`src/rtl/banco_fifos_umbral.sv`:
```
// Bank of independent per-lane synchronous FIFOs with threshold-based almost flags
// and sticky overflow/underflow error bits.
module banco_fifos_umbral #(
  parameter int unsigned NUM_FIFOS = 8,
  parameter int unsigned DATA_W    = 6,
  parameter int unsigned ADDR_W    = 2
) (
  input  logic                          clk,
  input  logic                          reset,
  input  logic [7:0]                    bajo,
  input  logic [7:0]                    alto,
  input  logic [NUM_FIFOS-1:0]          push,
  input  logic [NUM_FIFOS*DATA_W-1:0]   data_in,
  input  logic [NUM_FIFOS-1:0]          pop,
  output logic [NUM_FIFOS*DATA_W-1:0]   data_out,
  output logic [NUM_FIFOS-1:0]          valid_out,
  output logic [NUM_FIFOS-1:0]          empty_fifos,
  output logic [NUM_FIFOS-1:0]          full_fifos,
  output logic [NUM_FIFOS-1:0]          almost_empty,
  output logic [NUM_FIFOS-1:0]          almost_full,
  output logic [NUM_FIFOS-1:0]          error_fifos
);

  localparam int unsigned Depth = 2 ** ADDR_W;
  localparam int unsigned CntW  = ADDR_W + 1;

  for (genvar gi = 0; gi < NUM_FIFOS; gi++) begin : g_lane
    logic [ADDR_W-1:0] wr_ptr_q, wr_ptr_d;
    logic [ADDR_W-1:0] rd_ptr_q, rd_ptr_d;
    logic [CntW-1:0]   count_q, count_d;
    logic [DATA_W-1:0] mem_q [Depth];
    logic [DATA_W-1:0] dout_q, dout_d;
    logic              valid_q, valid_d;
    logic              err_q, err_d;
    logic              full, empty, push_ok, pop_ok;
    logic [7:0]        count_ext;

    always_comb begin
      empty     = (count_q == '0);
      full      = (count_q == CntW'(Depth));
      pop_ok    = pop[gi] && !empty;
      // A full FIFO still takes a push when a pop frees the slot in the same cycle.
      push_ok   = push[gi] && (!full || pop[gi]);
      count_ext = 8'(count_q);
    end

    always_comb begin
      wr_ptr_d = wr_ptr_q;
      rd_ptr_d = rd_ptr_q;
      count_d  = count_q;
      dout_d   = dout_q;
      valid_d  = pop_ok;
      err_d    = err_q | (push[gi] && full && !pop[gi]) | (pop[gi] && empty);
      if (push_ok) begin
        wr_ptr_d = wr_ptr_q + ADDR_W'(1);
      end
      if (pop_ok) begin
        rd_ptr_d = rd_ptr_q + ADDR_W'(1);
        dout_d   = mem_q[rd_ptr_q];
      end
      unique case ({push_ok, pop_ok})
        2'b10:   count_d = count_q + CntW'(1);
        2'b01:   count_d = count_q - CntW'(1);
        default: count_d = count_q;
      endcase
    end

    always_ff @(posedge clk) begin
      if (!reset) begin
        wr_ptr_q <= '0;
        rd_ptr_q <= '0;
        count_q  <= '0;
        dout_q   <= '0;
        valid_q  <= 1'b0;
        err_q    <= 1'b0;
      end else begin
        wr_ptr_q <= wr_ptr_d;
        rd_ptr_q <= rd_ptr_d;
        count_q  <= count_d;
        dout_q   <= dout_d;
        valid_q  <= valid_d;
        err_q    <= err_d;
      end
    end

    // Storage is deliberately left out of reset; the pointers alone define contents.
    always_ff @(posedge clk) begin
      if (reset && push_ok) begin
        mem_q[wr_ptr_q] <= data_in[gi*DATA_W +: DATA_W];
      end
    end

    assign data_out[gi*DATA_W +: DATA_W] = dout_q;
    assign valid_out[gi]    = valid_q;
    assign empty_fifos[gi]  = empty;
    assign full_fifos[gi]   = full;
    assign almost_empty[gi] = (count_ext <= bajo);
    assign almost_full[gi]  = (count_ext >= alto);
    assign error_fifos[gi]  = err_q;
  end

endmodule
```
`config.mk`:
```
export PLATFORM = sky130hd
export DESIGN_NAME = banco_fifos_umbral
export DESIGN_NICKNAME = d
export VERILOG_FILES = /design/src/rtl/banco_fifos_umbral.sv
export SDC_FILE = /design/constraint.sdc
export NUM_CORES = 1
export LEC_CHECK = 0
export BUFFER_PORTS_ARGS = -buffer_cell sky130_fd_sc_hd__buf_2
export CAP_MARGIN = 20
export CORE_MARGIN = 3
export CORE_UTILIZATION = 52
export CTS_CLUSTER_SIZE = 14
export DETAILED_ROUTE_END_ITERATION = 10
export PLACE_DENSITY = 0.82
export SETUP_SLACK_MARGIN = 0.2
export SKIP_CTS_REPAIR_TIMING = 1
export SLEW_MARGIN = 40
export SYNTH_ARGS = -nofsm -noshare
export SYNTH_HDL_FRONTEND = slang
export SYNTH_SLANG_ARGS = --single-unit
```
`constraint.sdc`:
```
create_clock -name clk -period 6.5 [get_ports clk]
set_input_delay 0.325 -clock clk [delete_from_list [all_inputs] [get_ports clk]]
set_output_delay 0.325 -clock clk [all_outputs]
set_load 0.005 [all_outputs]
```
After elaboration in Yosys (flattened, before gate mapping). Memories as Yosys holds them, arrays and structs flattened. A register that Yosys moved wholly into a read port is not among the register bits. Index checks and enable logic that the tools add are counted.

Register bits: 72. Bits in latches: 0. Memory bits (writable): 192. Memory bits (read-only): 0. Bits of input ports: 82. Output and inout port bits: 96. Word-level logic and storage cells: 264. Memories kept: 8.

Memory list: g_lane[0].mem_q (words 4, bits a word 6, read ports 1, clocked after Yosys merged registers in 1, wr ports 1, line 31) `logic [DATA_W-1:0] mem_q [Depth];`; g_lane[1].mem_q (words 4, bits a word 6, read ports 1, clocked after Yosys merged registers in 1, wr ports 1, line 31); g_lane[2].mem_q (words 4, bits a word 6, read ports 1, clocked after Yosys merged registers in 1, wr ports 1, line 31); g_lane[3].mem_q (words 4, bits a word 6, read ports 1, clocked after Yosys merged registers in 1, wr ports 1, line 31); g_lane[4].mem_q (words 4, bits a word 6, read ports 1, clocked after Yosys merged registers in 1, wr ports 1, line 31); g_lane[5].mem_q (words 4, bits a word 6, read ports 1, clocked after Yosys merged registers in 1, wr ports 1, line 31); +2 memories.

$add $sub $neg: 32. Multiply operators: 0. Div/mod/pow operators: 0. $lt $le $gt $ge: 16. Eq/ne operators: 24. Shift-type cells: 0. Muxes and demuxes: 24. Bitwise operators: 16. Reduce and logical (&&, ||, !) cells: 104.

Operators by type and width (count): $ge 3x8->1 (8); $le 3x8->1 (8); $logic_and 1x1->1 (48); $pmux 3 s2 (8); $add 2x1->2 const B (16); $logic_not 1->1 (32); $add 3x1->3 const B (8); $eq 3x3->1 const B (8); $logic_not 3->1 (8); $sub 3x1->3 const B (8); $eq 2x1->1 const B (8); $eq 2x2->1 const B (8); $mux 1 (16); $or 1x1->1 (16); $reduce_bool 2->1 (8); $logic_or 1x1->1 (8).

Logic depth before layout (Yosys ltp). Gate-level depths: netlist of the first run.

Depth after elaboration: 7. Mapped depth: 9. Mapped depth without buffers: 9.

Worst setup path after synthesis of the first run. Ideal clock, no wire load.

Kind: register to register. Start point: register g_lane[3].count_q[2]. End point: register g_lane[3].count_q[2]. Setup time: 76 ps. Arrival: 1963 ps. Required time: 6424 ps. Slack: 4461 ps. Cell stages (with the launch flop): 9. Buffers on the path: 1. Period minus slack after synthesis: 2039 ps. Cells stage by stage: dfxtp_1 -> o31a_1 -> buf_6 -> ha_1 -> inv_1 -> fa_1 -> xor2_1 -> or3_1 -> a21boi_0.

Elaborated cells on any way between the ends: 13. Those cells by class: add/sub: 2; eq/ne: 3; mux: 1; reduce/logical: 7.

RTL lines: from (decl) (line 30) `logic [CntW-1:0] count_q, count_d;`; from (signal assigned) (line 79) `count_q <= count_d;`; $logic_not 3->1 (*) (line 39) `empty = (count_q == '0);`; $logic_not 1->1 (*) (line 41) `pop_ok = pop[gi] && !empty;`; $logic_and 1x1->1 (*) (line 41); via g_lane[3].pop_ok (line 35) `logic full, empty, push_ok, pop_ok;`; $eq 2x1->1 / $eq 2x2->1 (equally long branches) (line 61) `unique case ({push_ok, pop_ok})`; $pmux 3 s2 / $reduce_bool 2->1 (equally long branches).

Mark *: on every way through the listed nets, which the timed path passes. The rest lies on a longest branch. A chain may end at the register's enable or synchronous reset.

Worst setup path in the final report of the first run.
Start point: register g_lane[6].count_q[2]. End point: register g_lane[6].count_q[2].

Cells in the longest elaborated chain, start to end: 6. Elaborated cells on any way between the ends: 13. Those cells by class: add/sub: 2; eq/ne: 3; mux: 1; reduce/logical: 7.

RTL lines: from (decl) (line 30); from (signal assigned) (line 79); $eq 3x3->1 (line 40) `full = (count_q == CntW'(Depth));`; $logic_not 1->1 (line 43) `push_ok = push[gi] && (!full || pop[gi]);`; $logic_or 1x1->1 (line 43); $logic_and 1x1->1 (line 43); $eq 2x1->1 / $eq 2x2->1 (equally long branches) (line 61); $pmux 3 s2 / $reduce_bool 2->1 (equally long branches).

Several ways; a longest one is shown, not always the timed one.

==> flow_summary.toml, run 1 <==
[min_path]
timing.hold.worst.class = "in2reg"
min-delay-start = "data_in[39]"

[placement]
io_buffers = 177
dp_hpwl_um = 18800
place.gp.congestion = 0.803

[detailed_routing]
number_of_search_and_repair_iterations_in_the_first_detailed_routing_pass = 5
dr.first_iter.drc_count = 414
drt_wl_total_um = 27900
drc = 0
via_per_inst = 5.26
routed_wire_length_per_instance_um = 17.4
drtAntennaViolNets = 0
via_count = 8456

[logic_synthesis]
synthesis.area_per_instance_um2 = 13.2
synth.yosys.seq_area_share_pct = 57.9
post-synth-top-count-cell = "edfxtp_1"
synthDistinctLibCells = 36
cell_types_with_the_highest_counts_after_synthesis = "edfxtp_1, dfxtp_1, nand2_1"
yosysWarningCount = 0
ys_dominant_reg_cell = "edfxtp_1"
ys_ff_latch = 312
synth_edf_count = 192
synth_top_area_share_pct = 40.9
syn_nets = 1247
netlist_instances = 1069
ys_top_cells_by_area = "edfxtp_1, dfxtp_1, ha_1"
synth.largest_area_cell = "edfxtp_1"
syn_area_um2 = 14100
synth-async-reset-ratio_pct = 0

[global_routing]
initial_antenna_violation_count = 0
grt_usage_pct = 18.6
grt_first_pass_wirelength_um = 43400
grt_residual_overflow = 0
first_global_vias = 8470
grt_start_max_net_pins = 71

[setup_path]
arrival_ps = 3060
critical_path.reg2reg.startpoint = "g_lane[6].count_q[2]"
end_kind = "flop"
criticalPathCategory = "reg2reg"
cp.required_ps = 6980
worst_setup_path_startpoint = "g_lane[6].count_q[2]"
worst_setup_path_start_kind = "flop"
cp_max_fo = 10

[layout]
drive_above_1_share_pct = 25.1
layout.nets = 1425
area_growth_syn_to_layout_pct = 16.3
num_antenna_cells = 0

[clocking]
clock_sink_count = 312
clk_transition_reported_paths_ps = 60
cts_tree = "built"
h-tree-depth = 1
ctsRootBufferMaster = "clkbuf_16"
clockBufferDepth = 3
cts_buffers = 31
worstSkewPairLatency_ps = 560

[timing]
final_hold_viol_count = 0
finalSetupViolCount = 0
timing_max_transition_violations_final = 0
fmax_mhz = 387
unrepaired_setup_endpoints_after_global_routing = "false"
worst_slew_pin_slew_ps = 631
timing.hold.ws_ps = 18.1
skew_ps = 19.6
timing.max_slew.rel_slack_pct = 57.9
timing.final.crit_share_pct = 39.8
finalSetupTns_ps = 0
finalCriticalPeriod_ps = 2590

[floorplan]
core_region_area_um2 = 26400
pin_count = 178
starting_utilization_of_the_core_area_pct = 53.5
die_w_um = 171
floorplan.rows = 59
design.die.area_um2 = 29100
die_h_um = 171

[job]
maxCapViolCount = 0

[power]
vdd_drop_max_mv = 0.234
power.leakage_nw = 6.47
power_density_nw_per_um2 = 358

[status]
outcome = "complete, no violations"
==> metal layers <==
layer / GRT usage, % / wire, um / vias up
met3: 4.00 / 1630 / 36
met1: 24.7 / 12000 / 4099
met4: 3.46 / 399 / 0
met5: 0 / 0 / -
met2: 32.1 / 13900 / 202
li1: - / - / 4119
==> cells in the final DEF (no fill, tap or decap), drive strengths merged, types with 11 or more instances in the layout <==
cell / Yosys / layout
edfxtp: 192 / 192
buf: 62 / 179
dfxtp: 120 / 120
nand2: 114 / 114
ha: 88 / 88
o21ai: 75 / 75
inv: 58 / 59
and2: 56 / 56
mux4: 48 / 48
dlygate4sd3: 0 / 46
clkbuf: 18 / 39
and3: 32 / 32
nor2b: 29 / 29
xnor2: 24 / 24
nor2: 18 / 18
a21oi: 16 / 16
xor2: 16 / 16
nor3: 15 / 15
o21a: 13 / 13
a21boi: 13 / 13
clkinv: 0 / 13
a31oi: 11 / 11
==> worst paths after layout <==
kind                                 to  slack, ps  cells after the start
setup / recovery   g_lane[6].count_q[2]       3910                      7
hold / removal    g_lane[6].mem_q[0][3]         20                      1
setup reg to reg   g_lane[6].count_q[2]       3910                      7
hold reg to reg     g_lane[4].dout_q[0]        440                      2
==> cells by family (layout without fill, tap and decap cells) <==
logic type / after synthesis / in the layout / synth area share, %
AND/OR/NAND/NOR: 283 / 283 / 10.5
multiplexers: 56 / 56 / 8.23
XOR/XNOR: 40 / 40 / 2.48
buffers and inverters: 138 / 341 / 5.03
adder cells (fa/ha/maj): 96 / 96 / 8.94
AO/OA/AOI/OAI: 144 / 144 / 6.95
flip-flops: 312 / 312 / 57.9
==> power by group <==
group | internal (mW) | switching, mW
clock network | 1.02 | 0.721
logic | 0.745 | 0.731
registers | 2.36 | 0.289
total | 4.13 | 1.74
==> critical path, stage by stage (launching register included) <==
cell	delay [ps]
dfxtp_1	530
o31a_1	590
ha_1	310
inv_1	70
fa_1	370
xor2_1	160
or3_1	300
a21boi_0	180
==> per-stage QoR <==
| stage | utilization (%) | std cells | instance area (um2) | power, mW | setup slack, ps |
|---|---|---|---|---|---|
| final | 62.3 | 1607 | 16400 | 5.87 | 3910 |
| after CTS | 60.5 | 1561 | 15900 | 5.90 | 3920 |
| after floorplan | - | 1069 | 14100 | 3.81 | 4460 |
| after global routing | 62.3 | 1607 | 16400 | 6.24 | 3750 |
| after global placement | 56.7 | 1503 | 14900 | 4.07 | 4090 |
| after detailed placement | 56.7 | 1503 | 14900 | 4.14 | 3980 |
==> flip-flops by register name, indices dropped and copies added (netlist names) <==
signal	cells
g_lane.count_q	24
g_lane.mem_q	192
g_lane.rd_ptr_q	16
g_lane.err_q	8
g_lane.dout_q	48
g_lane.wr_ptr_q	16
g_lane.valid_q	8
==> layout make-up <==
| cell class | instances | area [um2] |
|---|---|---|
| clock buffer | 39 | 836 |
| multi-input combinational | 619 | 5230 |
| tap | 335 | 419 |
| sequential | 312 | 8170 |
| clock inverter | 19 | 173 |
| fill | 1944 | 9950 |
| timing repair buffer | 225 | 1360 |
| inverter | 58 | 218 |
(Power assumes the default switching activity.)
==> inputs of run 2 (changes only) <==
==> constraint.sdc (replaced) <==
create_clock -name clk -period 2.4 [get_ports clk]
set_input_delay 0.12 -clock clk [delete_from_list [all_inputs] [get_ports clk]]
set_output_delay 0.12 -clock clk [all_outputs]
set_load 0.005 [all_outputs]
==> flow_summary.toml, run 2 (synthesis results as in run 1) <==
[timing]
timing.final.crit_share_pct = 87.8
final_hold_viol_count = 0
final.setup.worst_slack_ps = 293
fmax_mhz = 475
finalCriticalPeriod_ps = 2110
timing_max_transition_violations_final = 0
finalSetupViolCount = 0
timing.hold.ws_ps = 53.3
finalSetupTns_ps = 0
unrepaired_setup_endpoints_after_global_routing = "true"
worst_slew_pin_slew_ps = 659
timing.max_slew.rel_slack_pct = 56.1
skew_ps = 13.9

[layout]
area_growth_syn_to_layout_pct = 19.0
share_of_the_core_filled_with_cells_pct = 63.7
layout.nets = 1450
max_flop_register = "g_lane.mem_q"
largest_register_ff_count = 192
finish.cell_count_without_fillers = 1632
drive_above_1_share_pct = 28.4
leading_cell_types_in_the_layout_fill_and_taps_excluded = "edfxtp_1, buf_2, dfxtp_1, nand2_1, ha_1"
post-route-cell-area_um2 = 16800
num_antenna_cells = 0
top_flop_regs = "g_lane.mem_q: 192 flops, g_lane.dout_q: 48 flops, g_lane.count_q: 24 flops"
layout_commonest_cell = "edfxtp_1"

[detailed_routing]
via_count = 8622
drt_wl_total_um = 28300
dr.first_iter.drc_count = 571
number_of_search_and_repair_iterations_in_the_first_detailed_routing_pass = 5
drtAntennaViolNets = 0
via_per_inst = 5.28
routed_wire_length_per_instance_um = 17.4
drc = 0

[floorplan]
starting_utilization_of_the_core_area_pct = 53.5
design.die.area_um2 = 29100
pin_count = 178
die_h_um = 171
core_region_area_um2 = 26400
die_w_um = 171
floorplan.rows = 59

[setup_path]
reg2reg_slack_ps = 290
crit_path_cell_trace = "nor2b_2, a21boi_2, inv_1, ha_1, inv_1, fa_1, xor2_1, or3_1, a21boi_0"
end_kind = "flop"
rr_endpoint = "g_lane[0].count_q[2]"
cp_max_fo = 9
highest_delay_cell_along_the_critical_path = "dfxtp_2"
cp.required_ps = 2810
reg2reg_depth = 9
worst_setup_path_start_kind = "flop"
worst_path_most_repeated_cell = "inv_1"
critical_path.reg2reg.startpoint = "g_lane[0].count_q[2]"
timing.critical_path.slowest_cell_delay_ps = 400
criticalPathCategory = "reg2reg"
arrival_ps = 2520

[clocking]
clock_sink_count = 312
clockBufferDepth = 3
h-tree-depth = 2
cts_buffers = 34
ctsRootBufferMaster = "clkbuf_16"
worstSkewPairLatency_ps = 500
cts_tree = "built"
clk_transition_reported_paths_ps = 60

[placement]
place.gp.congestion = 0.785
dpl-instance-area_um2 = 15100
placedCellCount = 1523
dp_hpwl_um = 19400
preCtsSetupSlack_ps = 195
io_buffers = 177

[status]
outcome = "complete, no violations"

[min_path]
min-delay-start = "push[7]"
timing.hold.worst.class = "in2reg"
hold_depth = 4
min_delay_worst_endpoint = "g_lane[7].err_q"

[global_routing]
initial_antenna_violation_count = 1
grt_residual_overflow = 0
grt_start_max_net_pins = 76
first_global_vias = 8537
grt_first_pass_wirelength_um = 44400
grt_usage_pct = 19.2

[power]
final_total_power_mw = 16.8
vdd_drop_max_mv = 0.619
power.leakage_nw = 6.67
power_density_nw_per_um2 = 999

[job]
maxCapViolCount = 0
==> run 2: cell count changes in the layout (fill, tap and decap cells not counted), moves of 4 or more <==
cell / previous run / this run
clkbuf_16: 31 / 35
dfxtp_2: 0 / 14
buf_4: 3 / 23
nor2_2: 0 / 4
dfxtp_1: 120 / 105
nor2_1: 18 / 12
==> run 2: worst max path at each step <==
stage	depth (start not counted)	from	end
6_report	9	g_lane[0].count_q[2]	g_lane[0].count_q[2]
5_1_grt	9	g_lane[0].count_q[2]	g_lane[0].count_q[2]
4_1_cts	7	g_lane[5].count_q[0]	almost_full[5]
3_5_place_dp	9	g_lane[0].count_q[2]	g_lane[0].count_q[2]
3_3_place_gp	9	g_lane[0].count_q[2]	g_lane[0].count_q[2]
2_1_floorplan	8	g_lane[3].count_q[2]	g_lane[3].count_q[2]
==> run 2: metal layers <==
| layer | share of wire [%] | up-vias | global-route usage (%) |
|---|---|---|---|
| met5 | 0.039 | - | 0 |
| met4 | 2.3 | 2 | 4.90 |
| met3 | 6.4 | 53 | 4.14 |
| met2 | 49 | 240 | 32.2 |
| met1 | 42 | 4160 | 25.7 |
| li1 | - | 4167 | - |
==> run 2: worst max-delay path, delay by kind of cell (launching register included) <==
family	cells	cell delay, ps
AO/OA/AOI/OAI	2	290
AND/OR/NAND/NOR	2	500
flip-flops	1	400
adder cells (fa/ha/maj)	2	540
XOR/XNOR	1	160
buffers and inverters	2	140
==> run 2: layout make-up <==
type	count	area, um2
flip-flops and latches	312	8190
clock inverters	20	255
clock buffers	41	898
fillers	1921	9560
multi-input cells	619	5280
repair buffers	247	1530
well taps	335	419
inverters	58	218
==> run 2: power by group <==
group,leakage [nW],internal (mW),switching (mW)
clock,0.560,3.33,2.04
sequential,2.73,6.42,0.745
combinational,3.37,2.17,2.07
==> inputs of run 3 (changes only) <==
--- a/config.mk
+++ b/config.mk
@@ -5,13 +5,14 @@
 export SDC_FILE = /design/constraint.sdc
 export NUM_CORES = 1
 export LEC_CHECK = 0
+export ABC_AREA = 1
 export BUFFER_PORTS_ARGS = -buffer_cell sky130_fd_sc_hd__buf_2
 export CAP_MARGIN = 20
-export CORE_MARGIN = 3
+export CORE_MARGIN = 1
 export CORE_UTILIZATION = 52
 export CTS_CLUSTER_SIZE = 14
 export DETAILED_ROUTE_END_ITERATION = 10
-export PLACE_DENSITY = 0.82
+export PLACE_DENSITY = 0.81
 export SETUP_SLACK_MARGIN = 0.2
 export SKIP_CTS_REPAIR_TIMING = 1
 export SLEW_MARGIN = 40
==> flow_summary.toml, run 3 <==
[placement]
preCtsSetupSlack_ps = 426
placedCellCount = 2408
place.gp.congestion = 0.859
io_buffers = 177
dp_hpwl_um = 24300

[logic_synthesis]
netlist_instances = 1908
syn_area_um2 = 16000
combinational_family_with_the_most_area_after_synthesis = "simple AND/OR/NAND/NOR gates"
synth_compound_area_share_pct = 3.16
ys_top_cells_by_area = "edfxtp_1, dfxtp_1, nand2_1"
synth_edf_count = 192
synth_top_area_share_pct = 36.0
synthDistinctLibCells = 27
synth.largest_area_cell = "edfxtp_1"
ys_ff_latch = 312
ys_dominant_reg_cell = "edfxtp_1"
syn_nets = 2086
post_synth_simple_gate_area_pct = 24.0
synth-async-reset-ratio_pct = 0
post-synth-top-count-cell = "nand2_1"
arithmetic_cell_share_of_the_synthesized_area_counting_full_adders_half_adders_and_majority_gates_pct = 7.88
synth.yosys.seq_area_share_pct = 51.0
synthMuxAreaShare_pct = 0
cell_types_with_the_highest_counts_after_synthesis = "nand2_1, inv_1, nor2_1"
synthesis.area_per_instance_um2 = 8.39
synthXorXnorAreaFrac_pct = 0
yosysWarningCount = 0

[timing]
unrepaired_setup_endpoints_after_global_routing = "false"
finalSetupTns_ps = 0
final.setup.worst_slack_ps = 397
final_hold_viol_count = 3
timing.hold.ws_ps = -19.0
finalSetupViolCount = 0
finalCriticalPeriod_ps = 2000
worst_slew_pin_slew_ps = 702
timing.max_slew.rel_slack_pct = 53.2
timing.final.crit_share_pct = 83.4
fmax_mhz = 499
timing_max_transition_violations_final = 0
skew_ps = 13.8

[setup_path]
reg2reg_slack_ps = 400
reg2reg_depth = 13
critical_path.reg2reg.startpoint = "g_lane[6].count_q[1]"
cp.required_ps = 2800
arrival_ps = 2400
worstSetupEndpoint = "g_lane[6].count_q[2]"
criticalPathCategory = "reg2reg"
rr_endpoint = "g_lane[6].count_q[2]"
worst_setup_path_startpoint = "g_lane[6].count_q[1]"
worst_setup_path_start_kind = "flop"
cp_max_fo = 16
end_kind = "flop"

[clocking]
clock_sink_count = 312
clk_transition_reported_paths_ps = 60
h-tree-depth = 2
cts_tree = "built"
cts_buffers = 34
worstSkewPairLatency_ps = 500
ctsRootBufferMaster = "clkbuf_16"
clockBufferDepth = 3

[detailed_routing]
drc = 0
routed_wire_length_per_instance_um = 13.9
via_count = 12300
number_of_search_and_repair_iterations_in_the_first_detailed_routing_pass = 5
dr.first_iter.drc_count = 788
drtAntennaViolNets = 0
drt_wl_total_um = 35200
via_per_inst = 4.86

[power]
final_total_power_mw = 17.7
power.leakage_nw = 9.34
internal-power_mw = 11.7
power_density_nw_per_um2 = 949
seq_power_share_pct = 40.6
net-switching-power_mw = 6.01
power_switching_share_pct = 33.9
vdd_drop_max_mv = 0.673
share_comb_of_total_power_pct = 29.2
share_clk_of_total_power_pct = 30.3

[layout]
max_flop_register = "g_lane.mem_q"
drive_above_1_share_pct = 13.3
largest_register_ff_count = 192
area_growth_syn_to_layout_pct = 16.5
layout_commonest_cell = "nand2_1"
layout.nets = 2295
share_of_the_core_filled_with_cells_pct = 62.3
finish.cell_count_without_fillers = 2535
top_flop_regs = "g_lane.mem_q: 192 flops, g_lane.dout_q: 48 flops, g_lane.count_q: 24 flops"
leading_cell_types_in_the_layout_fill_and_taps_excluded = "nand2_1, inv_1, nor2_1, edfxtp_1, buf_2"

[global_routing]
grt_usage_pct = 22.0
grt_first_pass_wirelength_um = 55200
initial_antenna_violation_count = 1
first_global_vias = 11600
grt_residual_overflow = 0
grt_start_max_net_pins = 40

[floorplan]
design.die.area_um2 = 31500
floorplan.rows = 63
die_h_um = 177
die_w_um = 177
core_region_area_um2 = 30000
pin_count = 178
starting_utilization_of_the_core_area_pct = 53.5

[status]
violations = "hold timing"
outcome = "complete, but fails checks"

[min_path]
timing.hold.worst.class = "in2reg"

[job]
maxCapViolCount = 0
[run 3: how the worst min path moves through the flow]
stage | from | endpoint | slack, ps | cells past startpoint
after global placement | data_in[26] | g_lane[4].mem_q[3][2] | 330 | 1
after global routing | push[3] | g_lane[3].wr_ptr_q[1] | 3 | 4
after detailed placement | data_in[26] | g_lane[4].mem_q[0][2] | 340 | 1
after CTS | data_in[21] | g_lane[3].mem_q[2][3] | -190 | 1
after floorplan | data_in[0] | g_lane[0].mem_q[0][0] | 220 | 0
final | push[3] | g_lane[3].wr_ptr_q[1] | -20 | 3
[run 3: worst max-delay path: stages (launching register included)]
cell     delay, ps
dfxtp_1        480
nor2_4          90
nand2_4         90
nand2_4        110
inv_1          100
ha_1           170
inv_1           70
fa_1           380
inv_1           70
nand2_1         50
nand3_1         90
nand2_1         70
nand2_1         80
nor2_1          40
[run 3: logic make-up after synthesis]
family,count (synthesis)
simple gates,900
buf+inv,504
flops,312
compound gates,96
fa+ha+maj,96
[run 3: metrics by stage]
stage	instance area, um2	hold slack [ps]
4_1_cts	18000	-189
5_1_grt	18700	3.31
2_1_floorplan	16000	219
3_3_place_gp	16800	329
6_report	18700	-19.0
3_5_place_dp	16800	337
[run 3: metal layers]
metal / GRT usage (%) / wire length, um / up-vias
li1: - / - / 6269
met1: 26.9 / 15000 / 5634
met2: 39.0 / 17400 / 325
met3: 3.77 / 1760 / 91
met4: 7.91 / 1020 / 0
met5: 0 / 0 / -
[run 3: power groups by stage]
stage	combinational, mW	sequential (mW)	clock [mW]
6_report	5.16	7.18	5.36
2_1_floorplan	4.28	7.01	0
4_1_cts	5.09	7.17	5.45
3_3_place_gp	4.83	7.23	0
3_5_place_dp	5.04	7.27	0
5_1_grt	5.99	7.29	5.66
[run 3: layout make-up]
class                           count  area (um2)
Antenna cell                        2        5.00
Timing Repair Buffer              252        1610
Multi-Input combinational cell   1092        5620
Fill cell                        2369       11300
Inverter                          425        1600
Tap cell                          390         488
Clock inverter                     17         168
Sequential cell                   312        8170
Clock buffer                       45        1010
